===== config.mk =====
export PLATFORM = sky130hd
export DESIGN_NAME = mole_game_core_flat
export DESIGN_NICKNAME = d
export VERILOG_FILES = /design/src/rtl/mole_game_if.sv /design/src/rtl/mole_game_core.sv /design/src/flat_wrapper.sv
export SDC_FILE = /design/constraint.sdc
export NUM_CORES = 1
export LEC_CHECK = 0
export ABC_AREA = 1
export CORE_MARGIN = 4
export CORE_UTILIZATION = 54
export CTS_CLUSTER_DIAMETER = 30
export CTS_CLUSTER_SIZE = 30
export DETAILED_ROUTE_END_ITERATION = 6
export PLACE_DENSITY_LB_ADDON = 0.05
export SLEW_MARGIN = 20
export SYNTH_ARGS = -nofsm -noshare
export SYNTH_HDL_FRONTEND = slang
export SYNTH_SLANG_ARGS = --single-unit

===== constraint.sdc =====
create_clock -name clk -period 1.63 [get_ports clk]
set_input_delay 0.2445 -clock clk [delete_from_list [all_inputs] [get_ports clk]]
set_output_delay 0.2445 -clock clk [all_outputs]
set_load 0.005 [all_outputs]

===== src/rtl/mole_game_if.sv =====
`timescale 1ns/1ps
// mole_game_if
// Bundles the signals between the input front end, the mole game core and
// the display/LED logic.
//   eval_now      front end -> core : one-cycle guess strobe
//   user_guess    front end -> core : guessed hole (0..4), valid with eval_now
//   mole_pos      core -> display   : current mole hole (0..4)
//   mole_visible  core -> display   : 1 while the mole is up
//   score         core -> display   : hit count, saturating at 255
//   lives         core -> display   : remaining lives
//   hit_flag      core -> display   : held through the indication after a hit
//   miss_flag     core -> display   : held through the indication after a miss
//   game_over     core -> display   : game has ended, waits for reset
// Modports: master = front end / observer side, slave = game core.
interface mole_game_if;
    logic       eval_now;
    logic [2:0] user_guess;
    logic [2:0] mole_pos;
    logic       mole_visible;
    logic [7:0] score;
    logic [2:0] lives;
    logic       hit_flag;
    logic       miss_flag;
    logic       game_over;

    modport master (
        output eval_now, user_guess,
        input  mole_pos, mole_visible, score, lives,
               hit_flag, miss_flag, game_over
    );

    modport slave (
        input  eval_now, user_guess,
        output mole_pos, mole_visible, score, lives,
               hit_flag, miss_flag, game_over
    );
endinterface


===== src/rtl/mole_game_core.sv =====
`timescale 1ns/1ps
// mole_game_core
// Whack-a-mole round sequencer. Cycles GAP (mole hidden) -> UP (mole shown,
// guess judged) -> SHOW (hit/miss indication held) -> GAP ..., and parks in
// OVER once the last life is lost. The hole for each round comes from an
// 8-bit Fibonacci LFSR that free-runs in every state except OVER.
// Ports:
//   clk   system clock, all state on the rising edge
//   rst   asynchronous, active-high reset
//   bus   mole_game_if.slave: eval_now/user_guess in; mole_pos,
//         mole_visible, score, lives, hit_flag, miss_flag, game_over out
module mole_game_core #(
    parameter int         GAP_CYCLES  = 50_000_000,
    parameter int         UP_CYCLES   = 100_000_000,
    parameter int         SHOW_CYCLES = 25_000_000,
    parameter int         START_LIVES = 3,
    parameter logic [7:0] LFSR_SEED   = 8'hA5
) (
    input  logic        clk,
    input  logic        rst,
    mole_game_if.slave  bus
);

    localparam logic [1:0] ST_GAP  = 2'd0;
    localparam logic [1:0] ST_UP   = 2'd1;
    localparam logic [1:0] ST_SHOW = 2'd2;
    localparam logic [1:0] ST_OVER = 2'd3;

    // The shared timer only has to reach the longest phase length minus one.
    localparam int MAX_GU  = (GAP_CYCLES > UP_CYCLES) ? GAP_CYCLES : UP_CYCLES;
    localparam int MAX_CYC = (MAX_GU > SHOW_CYCLES) ? MAX_GU : SHOW_CYCLES;
    localparam int TW      = (MAX_CYC > 1) ? $clog2(MAX_CYC) : 1;

    localparam logic [TW-1:0] GAP_LAST  = TW'(GAP_CYCLES - 1);
    localparam logic [TW-1:0] UP_LAST   = TW'(UP_CYCLES - 1);
    localparam logic [TW-1:0] SHOW_LAST = TW'(SHOW_CYCLES - 1);

    // Folds the 3 low LFSR bits onto holes 0..4 (5,6,7 -> 2,3,4).
    function automatic logic [2:0] map_hole(input logic [7:0] v);
        if (v[2:0] < 3'd5)
            return v[2:0];
        else
            return v[2:0] - 3'd3;
    endfunction

    logic [1:0]    state;
    logic [TW-1:0] timer;
    logic [7:0]    lfsr;
    logic [7:0]    lfsr_next;
    logic [2:0]    mole_pos_q;
    logic [7:0]    score_q;
    logic [2:0]    lives_q;
    logic          hit_q;
    logic          miss_q;
    logic          guess_valid;

    // Taps x^8+x^6+x^5+x^4+1 -> bits 7,5,4,3, shifting towards the MSB.
    assign lfsr_next   = {lfsr[6:0], lfsr[7] ^ lfsr[5] ^ lfsr[4] ^ lfsr[3]};

    // Out-of-range guesses are dropped entirely so the UP timer keeps going.
    assign guess_valid = bus.eval_now && (bus.user_guess < 3'd5);

    // NOTE: state registers use non-blocking assignments so every register
    // samples the pre-edge values of the others, independent of statement order.
    always_ff @(posedge clk or posedge rst) begin
        if (rst) begin
            state      <= ST_GAP;
            timer      <= '0;
            lfsr       <= LFSR_SEED;
            mole_pos_q <= map_hole(LFSR_SEED);
            score_q    <= 8'd0;
            lives_q    <= 3'(START_LIVES);
            hit_q      <= 1'b0;
            miss_q     <= 1'b0;
        end else begin
            if (state != ST_OVER)
                lfsr <= lfsr_next;

            case (state)
                ST_GAP: begin
                    if (timer == GAP_LAST) begin
                        mole_pos_q <= map_hole(lfsr);
                        timer      <= '0;
                        state      <= ST_UP;
                    end else begin
                        timer <= timer + 1'b1;
                    end
                end

                ST_UP: begin
                    // A guess on the timeout cycle wins over the timeout.
                    if (guess_valid) begin
                        if (bus.user_guess == mole_pos_q) begin
                            if (score_q != 8'hFF)
                                score_q <= score_q + 8'd1;
                            hit_q <= 1'b1;
                        end else begin
                            lives_q <= lives_q - 3'd1;
                            miss_q  <= 1'b1;
                        end
                        timer <= '0;
                        state <= ST_SHOW;
                    end else if (timer == UP_LAST) begin
                        lives_q <= lives_q - 3'd1;
                        miss_q  <= 1'b1;
                        timer   <= '0;
                        state   <= ST_SHOW;
                    end else begin
                        timer <= timer + 1'b1;
                    end
                end

                ST_SHOW: begin
                    if (timer == SHOW_LAST) begin
                        hit_q  <= 1'b0;
                        miss_q <= 1'b0;
                        timer  <= '0;
                        // lives reaches 0 only through a miss, so OVER is
                        // always entered before another decrement can happen.
                        state  <= (lives_q == 3'd0) ? ST_OVER : ST_GAP;
                    end else begin
                        timer <= timer + 1'b1;
                    end
                end

                // NOTE: the explicit default keeps the case full; OVER holds
                // every register until reset.
                default: begin
                end
            endcase
        end
    end

    assign bus.mole_pos     = mole_pos_q;
    assign bus.mole_visible = (state == ST_UP);
    assign bus.score        = score_q;
    assign bus.lives        = lives_q;
    assign bus.hit_flag     = hit_q;
    assign bus.miss_flag    = miss_q;
    assign bus.game_over    = (state == ST_OVER);

endmodule

===== src/flat_wrapper.sv =====
// flat-port wrapper written by rule: the top's interface ports become plain ports
module mole_game_core_flat 
#(
    parameter int         GAP_CYCLES  = 50_000_000,
    parameter int         UP_CYCLES   = 100_000_000,
    parameter int         SHOW_CYCLES = 25_000_000,
    parameter int         START_LIVES = 3,
    parameter logic [7:0] LFSR_SEED   = 8'hA5
)
  (clk, rst, bus_eval_now, bus_user_guess, bus_mole_pos, bus_mole_visible, bus_score, bus_lives, bus_hit_flag, bus_miss_flag, bus_game_over);
  mole_game_if bus_i ();
  input  logic clk;
  input  logic rst;
  input wire logic [$bits(bus_i.eval_now)-1:0] bus_eval_now;
  input wire logic [$bits(bus_i.user_guess)-1:0] bus_user_guess;
  output wire logic [$bits(bus_i.mole_pos)-1:0] bus_mole_pos;
  output wire logic [$bits(bus_i.mole_visible)-1:0] bus_mole_visible;
  output wire logic [$bits(bus_i.score)-1:0] bus_score;
  output wire logic [$bits(bus_i.lives)-1:0] bus_lives;
  output wire logic [$bits(bus_i.hit_flag)-1:0] bus_hit_flag;
  output wire logic [$bits(bus_i.miss_flag)-1:0] bus_miss_flag;
  output wire logic [$bits(bus_i.game_over)-1:0] bus_game_over;
  assign bus_i.eval_now = bus_eval_now;
  assign bus_i.user_guess = bus_user_guess;
  assign bus_mole_pos = bus_i.mole_pos;
  assign bus_mole_visible = bus_i.mole_visible;
  assign bus_score = bus_i.score;
  assign bus_lives = bus_i.lives;
  assign bus_hit_flag = bus_i.hit_flag;
  assign bus_miss_flag = bus_i.miss_flag;
  assign bus_game_over = bus_i.game_over;
  mole_game_core #(.GAP_CYCLES(GAP_CYCLES), .UP_CYCLES(UP_CYCLES), .SHOW_CYCLES(SHOW_CYCLES), .START_LIVES(START_LIVES), .LFSR_SEED(LFSR_SEED)) u_core (.clk(clk), .rst(rst), .bus(bus_i));
endmodule

==> results of run 1 <==
## power groups by stage
stage | sequential (mW) | clock (mW) | combinational (mW)
after floorplan | 1.34 | 0 | 0.0265
final | 1.31 | 0.975 | 0.0603
after detailed placement | 1.34 | 0 | 0.0583
after global placement | 1.34 | 0 | 0.0571
after global routing | 1.32 | 1.04 | 0.0675
after CTS | 1.31 | 0.993 | 0.0588
## worst paths after layout
| path | startpoint | endpoint | slack (ns) |
|---|---|---|---|
| max | u_core.timer[0]$_DFFE_PP0P_ | u_core.state[1]$_DFFE_PP0P_ | -0.03 |
| min | rst | u_core.timer[16]$_DFFE_PP0P_ | 0.30 |
| max reg2reg | u_core.timer[0]$_DFFE_PP0P_ | u_core.state[1]$_DFFE_PP0P_ | -0.03 |
| min reg2reg | u_core.lfsr[6]$_DFFE_PP0N_ | u_core.lfsr[7]$_DFFE_PP1N_ | 0.50 |
| max in group asynchronous | rst | u_core.bus.lives[0]$_DFFE_PP1P_ | 1.04 |
| min in group clk | u_core.lfsr[6]$_DFFE_PP0N_ | u_core.lfsr[7]$_DFFE_PP1N_ | 0.50 |
## layout by cell type, fill, tap and decap left out, types with 2 or more instances in the layout
| cell | instances |
|---|---|
| dlymetal6s2s_1 | 3 |
| buf_4 | 54 |
| o21ai_1 | 4 |
| nor3_2 | 2 |
| ha_1 | 7 |
| nand2_4 | 3 |
| clkbuf_16 | 2 |
| inv_1 | 50 |
| nor2_4 | 5 |
| xnor2_1 | 8 |
| nand4_1 | 5 |
| nand3_2 | 4 |
| buf_6 | 7 |
| nand3b_1 | 3 |
| buf_12 | 3 |
| nand2_2 | 13 |
| dfrtp_2 | 2 |
| nor2_1 | 67 |
| o21bai_1 | 2 |
| nand3_1 | 15 |
| a21oi_1 | 5 |
| nand2_1 | 192 |
| dfrtp_1 | 44 |
| inv_2 | 3 |
| dfstp_2 | 7 |
| o211ai_1 | 2 |
| nor2_2 | 15 |
| clkbuf_8 | 6 |
| o21ai_0 | 11 |
| nor3_1 | 2 |
| nand3_4 | 4 |
| clkdlybuf4s50_1 | 17 |
| ha_2 | 2 |
| xor2_1 | 24 |
## per-layer routing
layer	track usage [%]	part of all wire [%]	wire (µm)	up-vias
li1	-	-	-	1728
met1	28.9	44	3900	1596
met2	39.7	48	4300	95
met3	3.82	4.4	395	27
met4	8.52	3.8	344	0
met5	0	0	0	-
## cells by family (layout without fill, tap and decap cells)
| logic type | count (synthesis) | count (layout) | share of synthesized area, % |
|---|---|---|---|
| flops | 53 | 53 | 38.1 |
| compound gates | 25 | 25 | 3.86 |
| fa+ha+maj | 10 | 10 | 3.57 |
| xor+xnor | 32 | 32 | 8.00 |
| simple gates | 330 | 330 | 39.1 |
| buf+inv | 63 | 150 | 7.35 |
## sequential cells by signal (all words and copies together), names as in the netlist
| name | cells |
|---|---|
| u_core.bus.miss_flag | 1 |
| u_core.bus.mole_pos | 3 |
| u_core.bus.hit_flag | 1 |
| u_core.bus.lives | 3 |
| u_core.state | 2 |
| u_core.lfsr | 8 |
| u_core.timer | 27 |
| u_core.bus.score | 8 |
## final cells by class
type	instances	area [µm²]	share of cell area, %
Tap cell	77	96.3	2.07
Sequential cell	53	1340	28.8
Multi-Input combinational cell	397	2070	44.5
Clock inverter	2	37.5	0.807
Clock buffer	6	82.6	1.78
Inverter	54	208	4.47
Timing Repair Buffer	88	821	17.6
## timing repair
item                       4_1_cts  5_1_grt
resized for setup               15       53
setup endpoints to repair       37       49
hold buffers                     0        0
buffers inserted                 3        8
pin swaps                        8       20
gates cloned                     0        4
## metrics by stage
stage / TNS [ns] / setup WS [ns]
floorplan: 0 / 0.00888
global route: -5.54 / -0.183
detailed placement: -1.96 / -0.178
CTS: -0.0546 / -0.0319
finish: -0.0864 / -0.0340
global placement: -0.969 / -0.137
## worst max-delay path, stage by stage, from the launching register on
cell and delay [ns]:
dfrtp_1 0.38, ha_2 0.23, nand3_4 0.10, inv_6 0.10, nand2_2 0.06, nor2_2 0.09
nand2_2 0.09, nand3_4 0.08, buf_4 0.14, nand2_2 0.05, o21bai_1 0.16, nand2_1 0.07
==> impl_metrics.ini, run 1 <==
[outcome]
status = finished, violations left
violations = setup timing

[routing]
avgRoutedWirePerCell_um = 13.2
viasPerCell = 5.09
drc = 0
first_pass_iters = 4
drtIter0Drc = 205
vias = 3446
drtAntennaViolNets = 0
wl_mm = 8.94

[pwr]
switching_share_pct = 21.8
p_seq_share_pct = 56.0
power_frac_clock_pct = 41.5
peakVddDrop_mv = 0.430
p_sw_uw = 512
p_leak_nw = 2.55
pwr-share-comb_pct = 2.6
power_density_nw_per_um2 = 505
p_int_mw = 1.84
power_mw = 2.35

[clock_tree]
cts_root_buf = clkbuf_8
htree_levels = 2
numCtsBuffers = 5
cts.clk_slew.worst_paths_ns = 0.10
cts_max_path_buffers = 2
cts_tree = done
insertion_delay_ns = 0.31
cts.sinks = 53

[timing]
relSlewSlack_pct = 80.8
final-hold-violation-count = 0
worstMarginPinSlew_ns = 0.288
skew_ns = 0.00356
holdWs_ns = 0.300
final.period_utilization_pct = 102
rsz0062_at_grt = yes
finalSetupViolCount = 9
worst_slack_ns = -0.0340
fin_crit_ns = 1.66
drv_slew = 0
fmaxAchievable_ghz = 0.601

[placed_design]
dp_hpwl_mm = 5.95
portBuffers = 23
dp_cells = 654
post_dp_cell_area_um2 = 4190
gp_congestion = 0.890

[synthesis]
synth-seq-cells = 53
synthesis.area_um2 = 3500
synthDistinctLibCells = 27
netlist_top_cells_area = dfrtp_1 (33%), nand2_1 (22%), nor2_1 (8.7%)
synth_edf_count = 0
yosys_most_used_dff = dfrtp_1
synth_commonest_cells = nand2_1 (202), nor2_1 (81), inv_1 (53), dfrtp_1 (46), xor2_1 (24)
synth_most_common_cell = nand2_1
yosysSeqAreaShare_pct = 38.1
async_flop_share_pct = 100
ys_warn_count = 0
synth_area_leader_cell = dfrtp_1
avgSynthCellArea_um2 = 6.83
syn_inst = 513
synth_top_area_share_pct = 32.8
syn-num-nets = 529

[global_route]
grt_usage_pct = 23.0
grt_max_degree = 54
grt_pass1_vias = 3240
globalRouteOverflowTotal = 0
antenna_found_initial = 0
grt_pass1_wl_mm = 14.2

[layout]
fin_area_um2 = 4650
final_net_count = 615
layout.cells.non_filler = 677
finish.utilization_pct = 73.7
diodes = 0
syn_to_final_growth_pct = 32.7
fillCellCount = 520
final_layout_size_suffix_gt1_share_pct = 22.8

[setup_path]
cp.arrival_ns = 1.87
cp_max_fo = 7
r2r_cells = 11
critical_path_class = reg2reg
worstPathRequired_ns = 1.84
startpoint_type = register
end_kind = register

[run]
max_cap_viol_count = 0

[die]
pin_count = 24
die_h_um = 88.6
rows = 29
dieWidth_um = 88.6
core_um2 = 6310
initial_core_util_pct = 55.5
dieArea_um2 = 7840

[min_path]
holdCritPathClass = in2async
No activity file was read; power rests on OpenSTA's default activity.
==> run 2, diff against run 1 <==
Settings changed: SKIP_CTS_REPAIR_TIMING from default to 1.
==> impl_metrics.ini, run 2 (synthesis gave the netlist of run 1 again) <==
[min_path]
holdCritPathClass = in2async

[setup_path]
worstPathRequired_ns = 1.84
r2r_cells = 11
end_kind = register
critPathMostFrequentCell = nand2_1
cp_max_fo = 13
cp_cell_sequence = inv_1 -> nand2_1 -> nor2_2 -> nand2_1 -> nor2_2 -> nand2_2 -> nand3_4 -> nand3_4 -> clkbuf_16 -> nand2_1 -> nand2_1
cpMaxStageDelayCell = dfrtp_1
cpPeakStageDelay_ns = 0.41
startpoint_type = register
cp.arrival_ns = 1.97
critical_path_class = reg2reg

[timing]
final.period_utilization_pct = 108
finalSetupViolCount = 29
worstMarginPinSlew_ns = 0.289
skew_ns = 0.00660
final-hold-violation-count = 0
fmaxAchievable_ghz = 0.569
worst_slack_ns = -0.129
rsz0062_at_grt = yes
holdWs_ns = 0.297
tns_ns = -2.58
drv_slew = 0
relSlewSlack_pct = 80.7
fin_crit_ns = 1.76

[routing]
drc = 0
first_pass_iters = 4
vias = 3540
drtAntennaViolNets = 0
viasPerCell = 5.21
drtIter0Drc = 229
avgRoutedWirePerCell_um = 14.4
wl_mm = 9.76

[clock_tree]
cts_root_buf = clkbuf_8
cts_tree = done
cts.clk_slew.worst_paths_ns = 0.10
numCtsBuffers = 5
insertion_delay_ns = 0.32
htree_levels = 2
cts_max_path_buffers = 2
cts.sinks = 53

[layout]
multi_input_area_um2 = 2260
final_cell_mix = nand2_1 (170), buf_4 (57), nor2_1 (56), inv_1 (51), dfrtp_1 (45)
layout.cells.non_filler = 679
final_layout_size_suffix_gt1_share_pct = 28.4
final_common_cell = nand2_1
fillCellCount = 459
largest_register_ffs = 27
final_net_count = 617
regArea_um2 = 1340
syn_to_final_growth_pct = 39.5
diodes = 0
top_register = u_core.timer

[pwr]
p_leak_nw = 2.61
power_density_nw_per_um2 = 480
peakVddDrop_mv = 0.425

[global_route]
grt_pass1_wl_mm = 14.1
grt_usage_pct = 22.8
grt_max_degree = 54
antenna_found_initial = 0
grt_pass1_vias = 3203
globalRouteOverflowTotal = 0

[die]
rows = 29
dieWidth_um = 88.6
dieArea_um2 = 7840
core_um2 = 6310
die_h_um = 88.6
pin_count = 24
initial_core_util_pct = 55.5

[placed_design]
pre_cts_ws_ns = -0.178
gp_congestion = 0.890
dp_cells = 654
portBuffers = 23
dp_hpwl_mm = 5.95

[run]
max_cap_viol_count = 0

[outcome]
status = finished, violations left
violations = setup timing
## run 2: cell types whose count changed in the layout (fill, tap and decap cells not counted), sizes merged
cell	previous run	this run
clkbuf	8	10
dlygate4sd2	1	0
clkdlybuf4s15	1	0
dlymetal6s2s	3	5
## run 2: path summary, 6_finish.rpt
check                                            start                              end  slack [ns]
max                        u_core.timer[8]$_DFFE_PP0P_     u_core.timer[24]$_DFFE_PP0P_       -0.13
min                                                rst     u_core.timer[16]$_DFFE_PP0P_        0.30
max reg2reg                u_core.timer[8]$_DFFE_PP0P_     u_core.timer[24]$_DFFE_PP0P_       -0.13
min reg2reg                 u_core.lfsr[6]$_DFFE_PP0N_       u_core.lfsr[7]$_DFFE_PP1N_        0.50
max in group asynchronous                          rst  u_core.bus.lives[0]$_DFFE_PP1P_        1.04
min in group clk            u_core.lfsr[6]$_DFFE_PP0N_       u_core.lfsr[7]$_DFFE_PP1N_        0.50
## run 2: per-stage QoR
stage                     total power, mW  util (%)  instance area, µm²
after global placement               1.40      66.3                4190
after global routing                 2.42      77.4                4890
final                                2.35      77.4                4890
after floorplan                      1.37         -                3500
after detailed placement             1.40      66.3                4190
after CTS                            2.37      68.3                4310
## run 2: final cells by class
class	count	share of cell area, %
clock buffer	6	1.69
clock inverter	2	0.768
inverter	54	4.30
multi-input combinational	397	46.2
sequential	53	27.3
tap	77	1.97
timing repair buffer	90	17.7
## run 2: where the power goes
part / internal [mW] / switching (mW) / leakage, nW
registers: 1.31 / 0 / 0.542
clock network: 0.500 / 0.470 / 0.0574
logic: 0.0222 / 0.0382 / 2.01
## run 2: worst max-delay path: cells and delay by family, from the launching register on
family,cells,cell delay (ns)
buffers and inverters,2,0.27
flip-flops,1,0.41
AND/OR/NAND/NOR,9,0.98
## run 2: layer usage
layer	vias to the layer above	track usage, %	wire (µm)
li1	1737	-	-
met2	130	39.0	4610
met1	1622	28.7	4040
met3	51	4.19	637
met4	0	8.65	480
met5	-	0	0
==> run 3, diff against run 2 <==
Settings changed: ABC_CLOCK_PERIOD_IN_PS from default to 1630.
==> results of run 3 <==
Same layout as run 2: the final DEF is identical, and so are final timing and power.
